## config.mk

```make
export PLATFORM = sky130hd
export DESIGN_NAME = fir_coef_loader
export DESIGN_NICKNAME = d
export VERILOG_FILES = /design/src/rtl/fir_coef_loader.sv
export SDC_FILE = /design/constraint.sdc
export NUM_CORES = 1
export LEC_CHECK = 0
export ABC_AREA = 1
export CORE_MARGIN = 8
export CORE_UTILIZATION = 49
export DETAILED_ROUTE_END_ITERATION = 16
export GPL_TIMING_DRIVEN = 0
export PLACE_DENSITY = 0.76
export SETUP_SLACK_MARGIN = 0.4
export SYNTH_ARGS = -nofsm -noshare
export SYNTH_HDL_FRONTEND = slang
export SYNTH_SLANG_ARGS = --single-unit
export TNS_END_PERCENT = 10
```

## constraint.sdc

```tcl
create_clock -name clk -period 19.6 [get_ports clk]
set_input_delay 3.92 -clock clk [delete_from_list [all_inputs] [get_ports clk]]
set_output_delay 3.92 -clock clk [all_outputs]
set_load 0.1 [all_outputs]
```

## src/rtl/fir_coef_loader.sv

```systemverilog
// FIR coefficient loader: streams TAPS coefficients into a shadow bank, swaps the whole
// bank onto the FIR coefficient bus in one cycle, then times out the FIR pipeline fill.
module fir_coef_loader #(
    parameter int CWIDTH     = 16,
    parameter int TAPS       = 16,
    parameter int SETTLE_CYC = TAPS + 2
) (
    input  logic                   clk,
    input  logic                   rst,
    input  logic                   load_start,
    input  logic                   abort,
    input  logic                   coef_valid,
    input  logic [CWIDTH-1:0]      coef_data,
    output logic                   coef_ready,
    output logic [TAPS*CWIDTH-1:0] coefs,
    output logic                   busy,
    output logic                   swap_done,
    output logic                   settled
);

    localparam int IDX_W = $clog2(TAPS);
    localparam int CNT_W = $clog2(SETTLE_CYC + 1);
    localparam logic [IDX_W-1:0] LAST_IDX = IDX_W'(TAPS - 1);
    localparam logic [CNT_W-1:0] CNT_INIT = CNT_W'(SETTLE_CYC - 1);

    typedef enum logic [1:0] {
        S_IDLE,
        S_LOAD,
        S_SWAP,
        S_SETTLE
    } state_e;

    state_e                   state_q;
    logic [IDX_W-1:0]         index_q;
    logic [IDX_W-1:0]         index_d;
    logic [CNT_W-1:0]         cnt_q;
    logic [CNT_W-1:0]         cnt_d;
    logic [CWIDTH-1:0]        shadow_q [TAPS];
    logic [TAPS*CWIDTH-1:0]   coefs_q;
    logic                     ready_q;
    logic                     busy_q;
    logic                     swap_q;
    logic                     settled_q;
    logic                     beat;
    logic                     last_beat;

    assign beat      = coef_valid && ready_q;
    assign last_beat = beat && (index_q == LAST_IDX);
    assign index_d   = index_q + 1'b1;
    assign cnt_d     = cnt_q - 1'b1;

    // NOTE: every register here, the shadow bank included, uses non-blocking
    // assignment and is cleared by reset, so a reset mid-load leaves no stale taps.
    always_ff @(posedge clk or posedge rst) begin
        if (rst) begin
            state_q   <= S_IDLE;
            index_q   <= '0;
            cnt_q     <= '0;
            shadow_q  <= '{default: '0};
            coefs_q   <= '0;
            ready_q   <= 1'b0;
            busy_q    <= 1'b0;
            swap_q    <= 1'b0;
            settled_q <= 1'b0;
        end else begin
            swap_q <= 1'b0;
            case (state_q)
                S_IDLE: begin
                    if (load_start) begin
                        state_q <= S_LOAD;
                        index_q <= '0;
                        ready_q <= 1'b1;
                        busy_q  <= 1'b1;
                    end
                end

                S_LOAD: begin
                    // Abort outranks a coincident beat: that word is neither stored nor counted.
                    if (abort) begin
                        state_q <= S_IDLE;
                        index_q <= '0;
                        ready_q <= 1'b0;
                        busy_q  <= 1'b0;
                    end else if (beat) begin
                        shadow_q[index_q] <= coef_data;
                        if (last_beat) begin
                            state_q <= S_SWAP;
                            index_q <= '0;
                            ready_q <= 1'b0;
                        end else begin
                            index_q <= index_d;
                        end
                    end
                end

                S_SWAP: begin
                    for (int i = 0; i < TAPS; i++) begin
                        coefs_q[(TAPS-1-i)*CWIDTH +: CWIDTH] <= shadow_q[i];
                    end
                    swap_q    <= 1'b1;
                    settled_q <= 1'b0;
                    cnt_q     <= CNT_INIT;
                    state_q   <= S_SETTLE;
                end

                S_SETTLE: begin
                    if (cnt_q == '0) begin
                        settled_q <= 1'b1;
                        busy_q    <= 1'b0;
                        state_q   <= S_IDLE;
                    end else begin
                        cnt_q <= cnt_d;
                    end
                end

                default: begin
                    state_q <= S_IDLE;
                    ready_q <= 1'b0;
                    busy_q  <= 1'b0;
                end
            endcase
        end
    end

    assign coef_ready = ready_q;
    assign coefs      = coefs_q;
    assign busy       = busy_q;
    assign swap_done  = swap_q;
    assign settled    = settled_q;

endmodule

```

## Word-level counts from Yosys, hierarchy flattened

Index checks and enable logic that the tools add are counted.
Widths: inputs -> output; s select.

- Word-level logic and storage cells: 82
- Output and inout port bits: 260
- Bits in registers: 527

- $add $sub $neg: 2
- Reductions and logical operators: 15
- Bitwise operators: 2
- Eq/ne operators: 10
- Muxes and demuxes: 27
- Order comparisons: 2

Operators with widths:

| cell | number |
|---|---|
| $bwmux 256 | 1 |
| $demux 16 s4 | 1 |
| $mux 16 | 1 |
| $mux 4 | 4 |
| $reduce_and 4->1 | 3 |
| $mux 2 | 5 |
| $pmux 5 s2 | 1 |
| $mux 1 | 8 |
| $ne 2x2->1 const B | 4 |
| $pmux 2 s4 | 1 |
| $pmux 4 s2 | 1 |
| $ne 3x3->1 const B | 2 |
| $reduce_and 3->1 | 2 |
| $ge 5x5->1 const B | 1 |
| $logic_not 5->1 | 1 |
| $lt 5x1->1 const B | 1 |
| $mux 5 | 1 |
| $not 4->5 | 1 |
| $sub 5x1->5 const B | 1 |
| $add 4x1->4 const B | 1 |
| $eq 2x2->1 const B | 2 |
| $eq 4x4->1 const B | 1 |
| $pmux 1 s2 | 2 |
| $reduce_and 2->1 | 2 |
| other kinds (7) | 10 |

## Logic depth before layout (Yosys ltp)

- Depth in word-level cells: 6
- Gate-level depth with buffers: 10

## Least setup slack after synthesis

No wires, ideal clock.

- Kind: input port to flip-flop
- Start point: input port coef_valid
- End point: register shadow_q[100] (netlist name)
- Path slack: 14.675 ns
- Data arrival time: 4.809 ns
- Library setup time: 0.116 ns
- Path buffers: 2
- Required time: 19.484 ns
- Stages: 7
- Cell sequence: nand2_1 -> nor2_8 -> buf_8 -> nand3_4 -> buf_2 -> nand2_1 -> nand2_1

- Word-level cells in the longest chain between the ends: 2

Ends and longest elaborated chain:

| item | line | RTL |
|---|---|---|
| start, declared | 12 | `input logic coef_valid,` |
| $logic_and 1x1->1 | 47 | `assign beat = coef_valid && ready_q;` |
| $reduce_and 3->1 (no source line) | -- |  |
| end signal, assigned by index | 85 | `shadow_q[index_q] <= coef_data;` |
| end, declared | 38 | `logic [CWIDTH-1:0] shadow_q [TAPS];` |

Every way passes these cells.
A chain may end at the register's enable or synchronous reset.

## Worst setup path after layout

- Start point: register coefs_q[146] (netlist: coefs[146])
- End point: output port coefs[146]

RTL lines:

| item | line | RTL |
|---|---|---|
| start, declared | 39 | `logic [TAPS*CWIDTH-1:0] coefs_q;` |
| start signal, assigned by index | 98 | `coefs_q[(TAPS-1-i)*CWIDTH +: CWIDTH] <= shadow_q[i];` |
| end, declared | 15 | `output logic [TAPS*CWIDTH-1:0] coefs,` |

No word-level cell between the ends.

==> qor.csv <==
metric,value,unit
seq_power_share,50.0,%
reg2reg_slack,17.41,ns
finalNonFillerCells,3082,
drcViolationCount,0,
hp-start,coefs[252],
worst_slew_pin_slew,1.113,ns
power_leakage,13.33,nW
pwr-share-clk,43.4,%
postCtsSetupRepairBufs,0,
p_per_area,91.19,mW/mm^2
crit_fanout,2,
crit_slowest_cell,clkdlybuf4s50_1,
grt_pass1_vias,16230,
cts_tree,yes,
io_pins,281,
yosysSeqAreaShare,65.53,%
synth_fa_ha_area_share,0.3109,%
dpl.cell_count,2987,
portBuffers,264,
layout.nets,2536,
arrival,2.21,ns
rows,74,
final_cell_mix,"nand2_1, dfrtp_1, clkdlybuf4s50_1",
synth_fp_nets,2213,
hpwl,40900,um
cts-root-buf,clkbuf_16,
p_total,0.002305,W
drt_wl_total,58760,um
setup_slack,13.47,ns
postCtsResizedCells,0,
htree_levels,2,
maxCapViolations,0,
grt_pass1_wl,91120,um
synth_top_cells_by_area,"dfrtp_1, nand2_1, o21ai_0",
clkSlewWorstSetupHoldPaths,0.06,ns
drt_iter0_drc,1468,
cp_data_required_time,15.68,ns
clock_sinks,527,
crit_buf_inv,1,
syn2layout_area_growth,25.62,%
finalCriticalPeriod,6.127,ns
status,completed,
setup_viol,0,
path_cells,clkdlybuf4s50_1,
rsz0062_at_grt,false,
die_x,218.7,um
ys_ff_latch,527,
maxSlewViolCount,0,
synth.avg_cell_area,9.202,um^2
combPwrFrac,6.6,%
cts_buffer_depth,3,
dpl_worst_slack,13.38,ns
slowest_delay,1.17,ns
synth_cell_types,25,
synth_top_area_share,65.53,%
peakVddDrop,0.06551,mV
max_freq,163.2,MHz
crit_path_end_kind,primary output,
hold_class,flop to flop,
synth_top_family_by_area,simple AND/OR/NAND/NOR gates,
netlist_instances,2187,
synth-compound-area-share,3.830,%
synthSimpleGateAreaFrac,26.27,%
clk_latency,0.60,ns
cts_hold_buf,0,
start_kind,flop,
drt-wirelength-per-cell,19.07,um
die_h,218.7,um
synth_xor_area_share,0.08704,%
grt.overflow.total,0,
firstDrtPassIters,6,
synthesis.area,0.02012,mm^2
max_slew_margin,25.59,%
internal_power,0.001749,W
synth.area.mux_share,0,%
hold_viol,0,
p_sw,0.0005563,W
yosys_warnings,0,
layout_commonest_cell,nand2_1,
hold_ws,0.4664,ns
core,0.04065,mm^2
path_delay_family,buffers and inverters,
drive_above_1_share,6.983,%
ant_nets,0,
initial_core_util,49.51,%
switching_share,24.13,%
fillers,3333,
setup.worst_path.start,coefs[146],
grt_max_degree,135,
dieArea,0.04781,mm^2
crit_type,flop to primary output,
fin_setup_tns,0,ns
avgViaCountPerCell,5.252,
vias,16190,
yosysTopAreaCell,dfrtp_1,
antenna_found_initial,8,
fin_crit_sh,31.26,%
grt.total_usage,24.53,%
globalplace.congestion,0.8652,
numCtsBuffers,53,
fin_skew,0.02338,ns
stage by stage:
| stage | utilization [%] | area [um^2] |
|---|---|---|
| after floorplan | - | 20120 |
| after global placement | 57.65 | 23430 |
| after detailed placement | 57.94 | 23550 |
| after CTS | 62.19 | 25280 |
| after global routing | 62.19 | 25280 |
| final | 62.19 | 25280 |
path summary, 6_finish.rpt:
kind                            cells past startpoint             to
worst max-delay path                                1     coefs[146]
worst min-delay path                                2     coefs[252]
worst max register to register                      7      coefs[64]
worst min register to register                      2     coefs[252]
max in group asynchronous                           4  shadow_q[180]
min in group asynchronous                           2      coefs[29]
cells by family after synthesis:
logic type / after synthesis
AND/OR/NAND/NOR: 1332
adder cells (fa/ha/maj): 5
AO/OA/AOI/OAI: 153
XOR/XNOR: 2
buffers and inverters: 168
flip-flops: 527
power by group through the flow:
stage,Sequential [W],Clock (W),Combinational (W)
after CTS,0.00115,0.00101,0.000154
after floorplan,0.00118,0,0.0000908
final,0.00115,0.00100,0.000153
after detailed placement,0.00117,0,0.000153
after global routing,0.00116,0.00105,0.000170
after global placement,0.00117,0,0.000145
cell type report:
type | count | area, um^2 | area share [%]
diodes | 1 | 2.502 | 0.009899
plain buffers | 128 | 648.1 | 2.564
clock buffers | 82 | 1587 | 6.276
clock inverters | 12 | 140.1 | 0.5543
inverters | 40 | 157.7 | 0.6236
multi-input cells | 1492 | 6138 | 24.28
flip-flops and latches | 527 | 13190 | 52.17
well taps | 532 | 665.6 | 2.633
repair buffers | 268 | 2753 | 10.89
cell usage after synthesis, drive strengths merged:
| library cell | n |
|---|---|
| nor2 | 24 |
| inv | 40 |
| ha | 5 |
| nand4 | 6 |
| xor2 | 2 |
| dfrtp | 527 |
| and2 | 1 |
| buf | 89 |
| a31oi | 1 |
| nand3 | 133 |
| nand2 | 1168 |
| o2bb2ai | 1 |
| o21ai | 151 |
| clkbuf | 39 |
registers in the layout (all words and copies together) (netlist names), named ones only:
signal and flops:
busy 1, cnt_q 5, swap_done 1, state_q 1, settled 1, coef_ready 1
coefs 256, index_q 4, shadow_q 256
metal layers:
metal | up-vias | part of all wire, % | track usage [%] | wire, um
met5 | - | 0.026 | 0 | 15
met1 | 7932 | 41 | 32.14 | 23940
met4 | 2 | 4.4 | 11.23 | 2605
met3 | 147 | 7.9 | 4.922 | 4616
li1 | 7468 | - | - | -
met2 | 639 | 47 | 39.20 | 27590
No activity file was read; power rests on OpenSTA's default activity.
